File: src/rtl/regfile_wdec_dual.sv
// Register-file write-enable decoder for two writeback ports.
// Older port A and younger port B decode to one-hot enables. When both
// ports target the same register, the younger write (B) wins. A one-entry
// skid buffer absorbs one request pair while the register file stalls.
module regfile_wdec_dual #(
  parameter int unsigned ADDR_W   = 4,
  parameter bit          ZERO_REG = 1'b1
) (
  input  logic                     clk,
  input  logic                     reset,
  input  logic                     wrA_valid,
  input  logic [ADDR_W-1:0]        wrA_addr,
  input  logic                     wrB_valid,
  input  logic [ADDR_W-1:0]        wrB_addr,
  output logic                     in_ready,
  input  logic                     stall,
  output logic [(2**ADDR_W)-1:0]   decOutA,
  output logic [(2**ADDR_W)-1:0]   decOutB,
  output logic [(2**ADDR_W)-1:0]   decOut,
  output logic                     out_valid,
  output logic                     conflict
);

  localparam int unsigned DEPTH = 2**ADDR_W;

  typedef struct packed {
    logic [DEPTH-1:0] ena;
    logic [DEPTH-1:0] enb;
    logic             conflict;
  } dec_t;

  dec_t dec_c;
  dec_t pend_q;
  dec_t out_q;
  logic pend_valid_q;
  logic out_valid_q;
  logic [DEPTH-1:0] decout_q;
  logic accept_c;

  // A pair is taken only when the skid buffer is empty.
  assign accept_c = !pend_valid_q && (wrA_valid || wrB_valid);

  // Decode the incoming pair: zero-register suppression first, then the
  // same-address rule, which drops the older write.
  always_comb begin
    dec_c = '0;
    if (wrA_valid && !(ZERO_REG && (wrA_addr == '0)))
      dec_c.ena = DEPTH'(1) << wrA_addr;
    if (wrB_valid && !(ZERO_REG && (wrB_addr == '0)))
      dec_c.enb = DEPTH'(1) << wrB_addr;
    if (wrA_valid && wrB_valid && (wrA_addr == wrB_addr)) begin
      dec_c.ena      = '0;
      dec_c.conflict = 1'b1;
    end
  end

  // Output stage and skid buffer. Pending always drains ahead of new input.
  always_ff @(posedge clk or negedge reset) begin
    if (!reset) begin
      pend_q       <= '0;
      pend_valid_q <= 1'b0;
      out_q        <= '0;
      out_valid_q  <= 1'b0;
      decout_q     <= '0;
    end else if (!stall) begin
      if (pend_valid_q) begin
        out_q        <= pend_q;
        out_valid_q  <= 1'b1;
        decout_q     <= pend_q.ena | pend_q.enb;
        pend_valid_q <= 1'b0;
      end else if (accept_c) begin
        out_q       <= dec_c;
        out_valid_q <= 1'b1;
        decout_q    <= dec_c.ena | dec_c.enb;
      end else begin
        out_q       <= '0;
        out_valid_q <= 1'b0;
        decout_q    <= '0;
      end
    end else if (accept_c) begin
      pend_q       <= dec_c;
      pend_valid_q <= 1'b1;
    end
  end

  assign in_ready  = !pend_valid_q;
  assign decOutA   = out_q.ena;
  assign decOutB   = out_q.enb;
  assign decOut    = decout_q;
  assign conflict  = out_q.conflict;
  assign out_valid = out_valid_q;

endmodule

File: config.mk
export PLATFORM = sky130hd
export DESIGN_NAME = regfile_wdec_dual
export DESIGN_NICKNAME = d
export VERILOG_FILES = /design/src/rtl/regfile_wdec_dual.sv
export SDC_FILE = /design/constraint.sdc
export NUM_CORES = 1
export LEC_CHECK = 0
export CAP_MARGIN = 20
export CORE_AREA = 3 3 90 92
export CTS_CLUSTER_DIAMETER = 100
export CTS_CLUSTER_SIZE = 12
export DETAILED_ROUTE_END_ITERATION = 8
export DIE_AREA = 0 0 93 95
export GPL_TIMING_DRIVEN = 1
export PLACE_DENSITY = 0.78
export SYNTH_ARGS = -nofsm -noshare
export SYNTH_HDL_FRONTEND = slang
export SYNTH_SLANG_ARGS = --single-unit
export TNS_END_PERCENT = 5
File: constraint.sdc
create_clock -name clk -period 1.63 [get_ports clk]
set_input_delay 0.326 -clock clk [delete_from_list [all_inputs] [get_ports clk]]
set_output_delay 0.326 -clock clk [all_outputs]
set_load 0.1 [all_outputs]
==> summary.txt, run 1 <==
Run status
  – Outcome: complete, no violations

Yosys
  – Mapped Nets: 411
  – XOR/XNOR Fraction of Synth Area: 0.902%
  – Yosys reg bits: 84
  – Async S/R FF share, synth: 100%
  – Mapped Area: 0.00388 mm²
  – Simple-gate area share of the yosys netlist: 17.9%
  – Most numerous cell in the Yosys netlist: nand2_1
  – Yosys top cell area share: 54.1%
  – Cell taking the most area after synthesis: dfrtp_1
  – Syn Area/Cell: 9.76 µm²
  – Most area-consuming cells after synthesis: dfrtp_1 (54%), nand2_1 (8.6%), o21ai_0 (5.8%)
  – Synth warn: 0
  – Adder-Cell Fraction of Synth Area: 0%
  – Largest family of logic cells by synthesized area: compound AO/OA/AOI/OAI gates
  – Post-synth top flop: dfrtp_1
  – Multiplexer share of the synthesized area: 0.837%
  – Post-synth cell types: 52
  – Complex-gate fraction of the synthesized area: 21.6%
  – EDFF count, synth: 0
  – Seq/Total Area, Yosys: 54.1%
  – Synth top cells by count: nand2_1 (89), dfrtp_1 (84), o21ai_0 (45), o211ai_1 (18), nor2_1 (16)
  – Synth Instances: 398

Cells and area
  – Final cell count without fillers: 615
  – P&R area growth vs syn: 51.3%
  – Layout cells sized above 1: 32.9%
  – ANT cells: 0
  – Nets: 524
  – Fillers: 461

Worst setup path
  – Crit-path cells: clkdlybuf4s50_1, buf_4, buf_4, nor2b_1, nand3_2, o221ai_1
  – Crit path buf inv count: 3
  – Max incr delay on CP: 0.51 ns
  – Peak fanout along the critical path: 6
  – Slowest CP cell: clkdlybuf4s50_1
  – CP arrival: 1.89 ns
  – R2r setup slk: 0.06 ns
  – Critical path endpoint category: flop
  – Crit path top cell by count: buf_4
  – Top delay family on crit path: buffers and inverters
  – Crit start category: input pin
  – Worst Setup Path Type: in -> reg
  – Req. time, crit path: 1.90 ns

Clock tree
  – Sink Count: 84
  – Clock root buffer: clkbuf_8
  – CTS tree: done
  – Clock-pin slew on the worst setup and hold paths: 0.10 ns
  – Number of H-tree levels: 3
  – Max clock buf depth: 2
  – Worst skew pair latency: 0.36 ns
  – TritonCTS Buffers: 9

Timing
  – Unrepaired setup endpoints after global routing: true
  – Worst-margin pin slew: 0.449 ns
  – Hold Fails Final Rpt: 0
  – Fin crit period: 1.62 ns
  – Setup violators final: 0
  – Max Slew Vio Count: 0
  – Skew final: 0.00863 ns
  – FMAX: 0.619 GHz
  – Final worst setup slack: 0.0148 ns
  – Tcrit/Tclk final: 99.1%
  – Worst slew margin: 70.1%

Global routing
  – Global route overflow: 0
  – Vias in the first global route: 3752
  – Largest net degree at the start of global routing: 85
  – Initial antenna violation count: 0
  – Overall Global Routing Usage: 29.2%
  – First-pass GRT wire length: 19.7 mm

Pwr
  – Leakage dissipation: 2.57 nW
  – PD cells: 882 mW/mm²
  – VDD IR max: 0.551 mV

Detailed routing
  – Post-Route WL: 12.4 mm
  – WL met1: 4.81 mm
  – # DRC: 0
  – Antenna-violating nets left: 0
  – Wire length on met2: 6.04 mm
  – Met3 wire length: 1.13 mm
  – Via count: 3799
  – Iteration-0 DRC Markers: 330
  – Drt pass-1 iters: 6
  – Drt wl/cell: 20.2 µm
  – Top Metal Used: met4
  – Mean number of vias per cell: 6.18

Run
  – Max-cap check violation count: 0

Floorplan
  – Std-Cell Rows: 31
  – Initial Util: 53.3%
  – Die Ht: 95 µm
  – Die width: 93 µm
  – Core Area: 0.00729 mm²
  – Die area: 0.00884 mm²
  – Ports: 64

Place
  – IO Port Bufs: 63
  – DP Worst Slack: -0.430 ns
  – Placed insts: 596
  – DP HPWL: 8.56 mm
  – Gp weighted congestion: 0.955

Min path
  – Worst Hold Class: in -> reg
cells by family after synthesis:
family / after synthesis
AND/OR/NAND/NOR: 148
AO/OA/AOI/OAI: 124
flip-flops: 84
buffers and inverters: 35
XOR/XNOR: 4
multiplexers: 3
through the flow:
| step | utilization [%] | hold WS, ns | cell area, µm² | TNS [ns] | power [W] |
|---|---|---|---|---|---|
| 6_report | 80.6 | 0.453 | 5880 | 0 | 0.00519 |
| 5_1_grt | 80.6 | 0.464 | 5880 | -0.345 | 0.00536 |
| 4_1_cts | 78.7 | 0.470 | 5740 | -0.0331 | 0.00515 |
| 3_5_place_dp | 75.6 | 0.392 | 5510 | -24.19 | 0.00360 |
| 3_3_place_gp | 75.6 | 0.391 | 5510 | -22.46 | 0.00358 |
| 2_1_floorplan | - | 0.0304 | 3890 | -0.0471 | 0.00301 |
worst reg2reg max path: cells and delay by family, from the launching register on:
| family | cells | cell delay [ns] |
|---|---|---|
| AO/OA/AOI/OAI | 2 | 0.50 |
| flip-flops | 1 | 0.46 |
| AND/OR/NAND/NOR | 1 | 0.30 |
| buffers and inverters | 1 | 0.21 |
power by group:
part           switching, W  internal (W)  total [W]
sequential         0.000100       0.00217    0.00227
clock              0.000832      0.000736    0.00157
combinational      0.000867      0.000485    0.00135
area by class of cell:
cell class                 count  area (µm²)  area share [%]
sequential                    84        2100            35.8
inverter                       4        18.8           0.319
multi-input combinational    279        1720            29.3
tap                           99         124            2.11
clock inverter                 7        81.3            1.38
timing repair buffer         133        1710            29.0
clock buffer                   9         124            2.11
registers in the layout, summed over array words and instances, names as in the netlist:
name          flops
pend_q           33
decOutA          16
decOutB          16
decOut           16
conflict          1
out_valid         1
pend_valid_q      1
repair_timing:
item | 4_1_cts | 5_1_grt
hold endpoints to repair | 20 | 0
pin swaps | 0 | 6
buffers inserted | 0 | 2
setup endpoints to repair | 16 | 42
hold buffers | 1 | 0
gates resized for setup | 5 | 29
worst paths after layout:
| kind | start | cells past startpoint | to |
|---|---|---|---|
| min reg2reg | pend_q[5] | 2 | pend_q[5] |
| max | wrA_addr[2] | 6 | decOutA[11] |
| min | wrB_addr[0] | 3 | pend_q[13] |
| max reg2reg | pend_valid_q | 4 | pend_q[9] |
| min in group asynchronous | reset | 3 | decOutA[5] |
| max in group asynchronous | reset | 3 | pend_valid_q |
metal layers:
metal,up-vias,GRT usage [%]
met1,1837,37.6
met2,257,46.8
met4,0,14.7
met3,55,6.29
li1,1650,-
met5,-,0
cell usage in the layout, fill, tap and decap left out, types with 4 or more instances in the layout:
master / Yosys / final
a21oi_1: 12 / 11
o211ai_1: 18 / 18
o221ai_1: 12 / 12
nand3_1: 5 / 4
clkbuf_8: 0 / 9
o21ai_0: 45 / 41
buf_4: 3 / 65
clkdlybuf4s50_1: 0 / 4
nor2_1: 16 / 16
o31ai_1: 8 / 7
dfrtp_1: 84 / 83
buf_12: 0 / 53
nand2_1: 89 / 89
o41ai_2: 3 / 4
o21ai_1: 7 / 10
dlymetal6s2s_1: 0 / 4
No activity file was read; power rests on OpenSTA's default activity.
==> run 2, diff against run 1 <==
--- a/config.mk
+++ b/config.mk
@@ -6,13 +6,15 @@
 export NUM_CORES = 1
 export LEC_CHECK = 0
 export CAP_MARGIN = 20
-export CORE_AREA = 3 3 90 92
+export CELL_PAD_IN_SITES_DETAIL_PLACEMENT = 1
+export CELL_PAD_IN_SITES_GLOBAL_PLACEMENT = 2
+export CORE_AREA = 3 3 113 115
 export CTS_CLUSTER_DIAMETER = 100
 export CTS_CLUSTER_SIZE = 12
 export DETAILED_ROUTE_END_ITERATION = 8
-export DIE_AREA = 0 0 93 95
+export DIE_AREA = 0 0 116 118
 export GPL_TIMING_DRIVEN = 1
-export PLACE_DENSITY = 0.78
+export PLACE_DENSITY_LB_ADDON = 0.1
 export SYNTH_ARGS = -nofsm -noshare
 export SYNTH_HDL_FRONTEND = slang
 export SYNTH_SLANG_ARGS = --single-unit
==> run 2 against run 1 <==
Effect of this change:
- register-to-register slack got worse by 0.02 ns
- largest cell class unchanged
- hold slack barely moved
- die area rose by 55%
- flip-flop and latch count did not move
- setup slack improved by 0.023 ns
- critical path type is now reg -> out
- maximum frequency rose by 1.5%
==> summary.txt, run 2 (same netlist as run 1, synthesis figures left out) <==
Cells and area
  – Nets: 539
  – Layout cells sized above 1: 34.2%
  – Area occupied by multi-input gates: 0.00171 mm²
  – FF+latch area: 0.00210 mm²
  – Max reg flops: 33
  – P&R area growth vs syn: 57.4%
  – Most frequent cells in the layout: nand2_1 (89), dfrtp_1 (84), buf_4 (78)
  – Fillers: 1286
  – Final instance area: 0.00611 mm²
  – Leading cell type in the layout, fill and taps excluded: nand2_1
  – Final cell count without fillers: 677
  – Reg with most FFs: pend_q
  – ANT cells: 0

Place
  – DP Worst Slack: -0.647 ns
  – Gp weighted congestion: 0.879
  – Post-place instance area: 0.00569 mm²
  – Placed insts: 656
  – DP HPWL: 9.88 mm
  – IO Port Bufs: 63

Min path
  – Hold Path Cell Cnt: 4
  – Worst hold start: stall
  – Worst Hold Class: in -> reg

Clock tree
  – Clock-pin slew on the worst setup and hold paths: 0.06 ns
  – Sink Count: 84
  – Max clock buf depth: 2
  – CTS tree: done
  – TritonCTS Buffers: 9
  – Worst skew pair latency: 0.35 ns
  – Number of H-tree levels: 3
  – Clock root buffer: clkbuf_16

Worst setup path
  – Crit start category: flop
  – Peak fanout along the critical path: 5
  – Critical path endpoint category: output port
  – Worst Setup Path Type: reg -> out
  – R2r setup slk: 0.04 ns
  – Req. time, crit path: 1.30 ns
  – Path depth of the worst reg2reg path: 5
  – Beginning of the critical path: pend_valid_q
  – Reg-to-reg startpoint: pend_valid_q
  – CP arrival: 1.27 ns

Timing
  – Max Slew Vio Count: 0
  – Tcrit/Tclk final: 97.7%
  – Worst slew margin: 70.8%
  – Final worst setup slack: 0.0379 ns
  – Worst-margin pin slew: 0.434 ns
  – Skew final: 0.00490 ns
  – Setup violators final: 0
  – FMAX: 0.628 GHz
  – Unrepaired setup endpoints after global routing: true
  – Fin crit period: 1.59 ns
  – Hold_ws: 0.453 ns
  – Hold Fails Final Rpt: 0

Detailed routing
  – Antenna-violating nets left: 0
  – Top Metal Used: met4
  – Post-Route WL: 13.3 mm
  – # DRC: 0
  – Via count: 3559
  – Drt wl/cell: 19.6 µm
  – Wire length on met2: 6.21 mm
  – WL met1: 6.52 mm
  – Iteration-0 DRC Markers: 176
  – Met3 wire length: 348 µm
  – Drt pass-1 iters: 4
  – Mean number of vias per cell: 5.26

Run status
  – Outcome: complete, no violations

Floorplan
  – Core Area: 0.0119 mm²
  – Ports: 64
  – Die area: 0.0137 mm²
  – Die width: 116 µm
  – Die Ht: 118 µm
  – Std-Cell Rows: 40
  – Initial Util: 32.6%

Pwr
  – VDD IR max: 0.439 mV
  – Leakage dissipation: 2.65 nW
  – PD cells: 911 mW/mm²

Global routing
  – Initial antenna violation count: 0
  – First-pass GRT wire length: 21.9 mm
  – Global route overflow: 0
  – Overall Global Routing Usage: 21.0%
  – Vias in the first global route: 3777
  – Largest net degree at the start of global routing: 44

Run
  – Max-cap check violation count: 0
run 2: cell types whose count changed in the layout (fill, tap and decap cells not counted), sizes merged:
| cell | delta |
|---|---|
| clkdlybuf4s50 | -3 |
| dlygate4sd2 | +6 |
| bufinv | -1 |
| clkbuf | +4 |
| dlymetal6s2s | -3 |
| buf | +15 |
| inv | -4 |
run 2: layer usage:
metal,vias up,GRT usage [%]
met2,64,31.6
met4,0,7.32
met5,-,0
met1,1794,30.6
met3,13,3.24
li1,1688,-
run 2: what timing repair did:
item / CTS / global route
endpoints found under the hold margin: 23 / 0
buffers inserted: 3 / 2
pin swaps: 6 / 3
gates resized for setup: 18 / 15
setup endpoints to repair: 43 / 44
hold buffers: 1 / 0
run 2: worst paths after layout:
kind,to
worst max-delay path,in_ready
worst min-delay path,decOutA[8]
worst max register to register,decOut[11]
worst min register to register,pend_q[23]
max in group asynchronous,pend_q[13]
min in group asynchronous,decOutB[1]
run 2: final cells by class:
cell class | count | share of cell area (%)
clock inverters | 2 | 0.164
flip-flops and latches | 84 | 34.4
clock buffers | 13 | 4.26
repair buffers | 148 | 29.9
multi-input cells | 279 | 28.0
well taps | 147 | 3.01
inverters | 4 | 0.307
run 2: critical path, stage by stage (launching register included):
cell	delay [ns]
dfrtp_1	0.38
buf_6	0.14
clkinvlp_4	0.10
buf_6	0.14
buf_12	0.16
run 2: report_power, final:
group / internal [W] / switching, W / total (W)
combinational: 0.000506 / 0.000875 / 0.00138
clock: 0.00110 / 0.000819 / 0.00192
sequential: 0.00217 / 0.0000936 / 0.00227
run 2: stage by stage:
step / total power, W / TNS (ns) / utilization [%]
global placement: 0.00364 / -25.87 / 47.7
CTS: 0.00561 / -0.00219 / 50.6
floorplan: 0.00301 / -0.0471 / -
global route: 0.00579 / -0.159 / 51.3
detailed placement: 0.00365 / -29.13 / 47.7
finish: 0.00557 / 0 / 51.3
==> run 3, diff against run 2 <==
--- a/config.mk
+++ b/config.mk
@@ -10,7 +10,7 @@
 export CELL_PAD_IN_SITES_GLOBAL_PLACEMENT = 2
 export CORE_AREA = 3 3 113 115
 export CTS_CLUSTER_DIAMETER = 100
-export CTS_CLUSTER_SIZE = 12
+export CTS_CLUSTER_SIZE = 8
 export DETAILED_ROUTE_END_ITERATION = 8
 export DIE_AREA = 0 0 116 118
 export GPL_TIMING_DRIVEN = 1
==> results of run 3 <==
Final layout, timing and power as in run 2 (identical DEF).
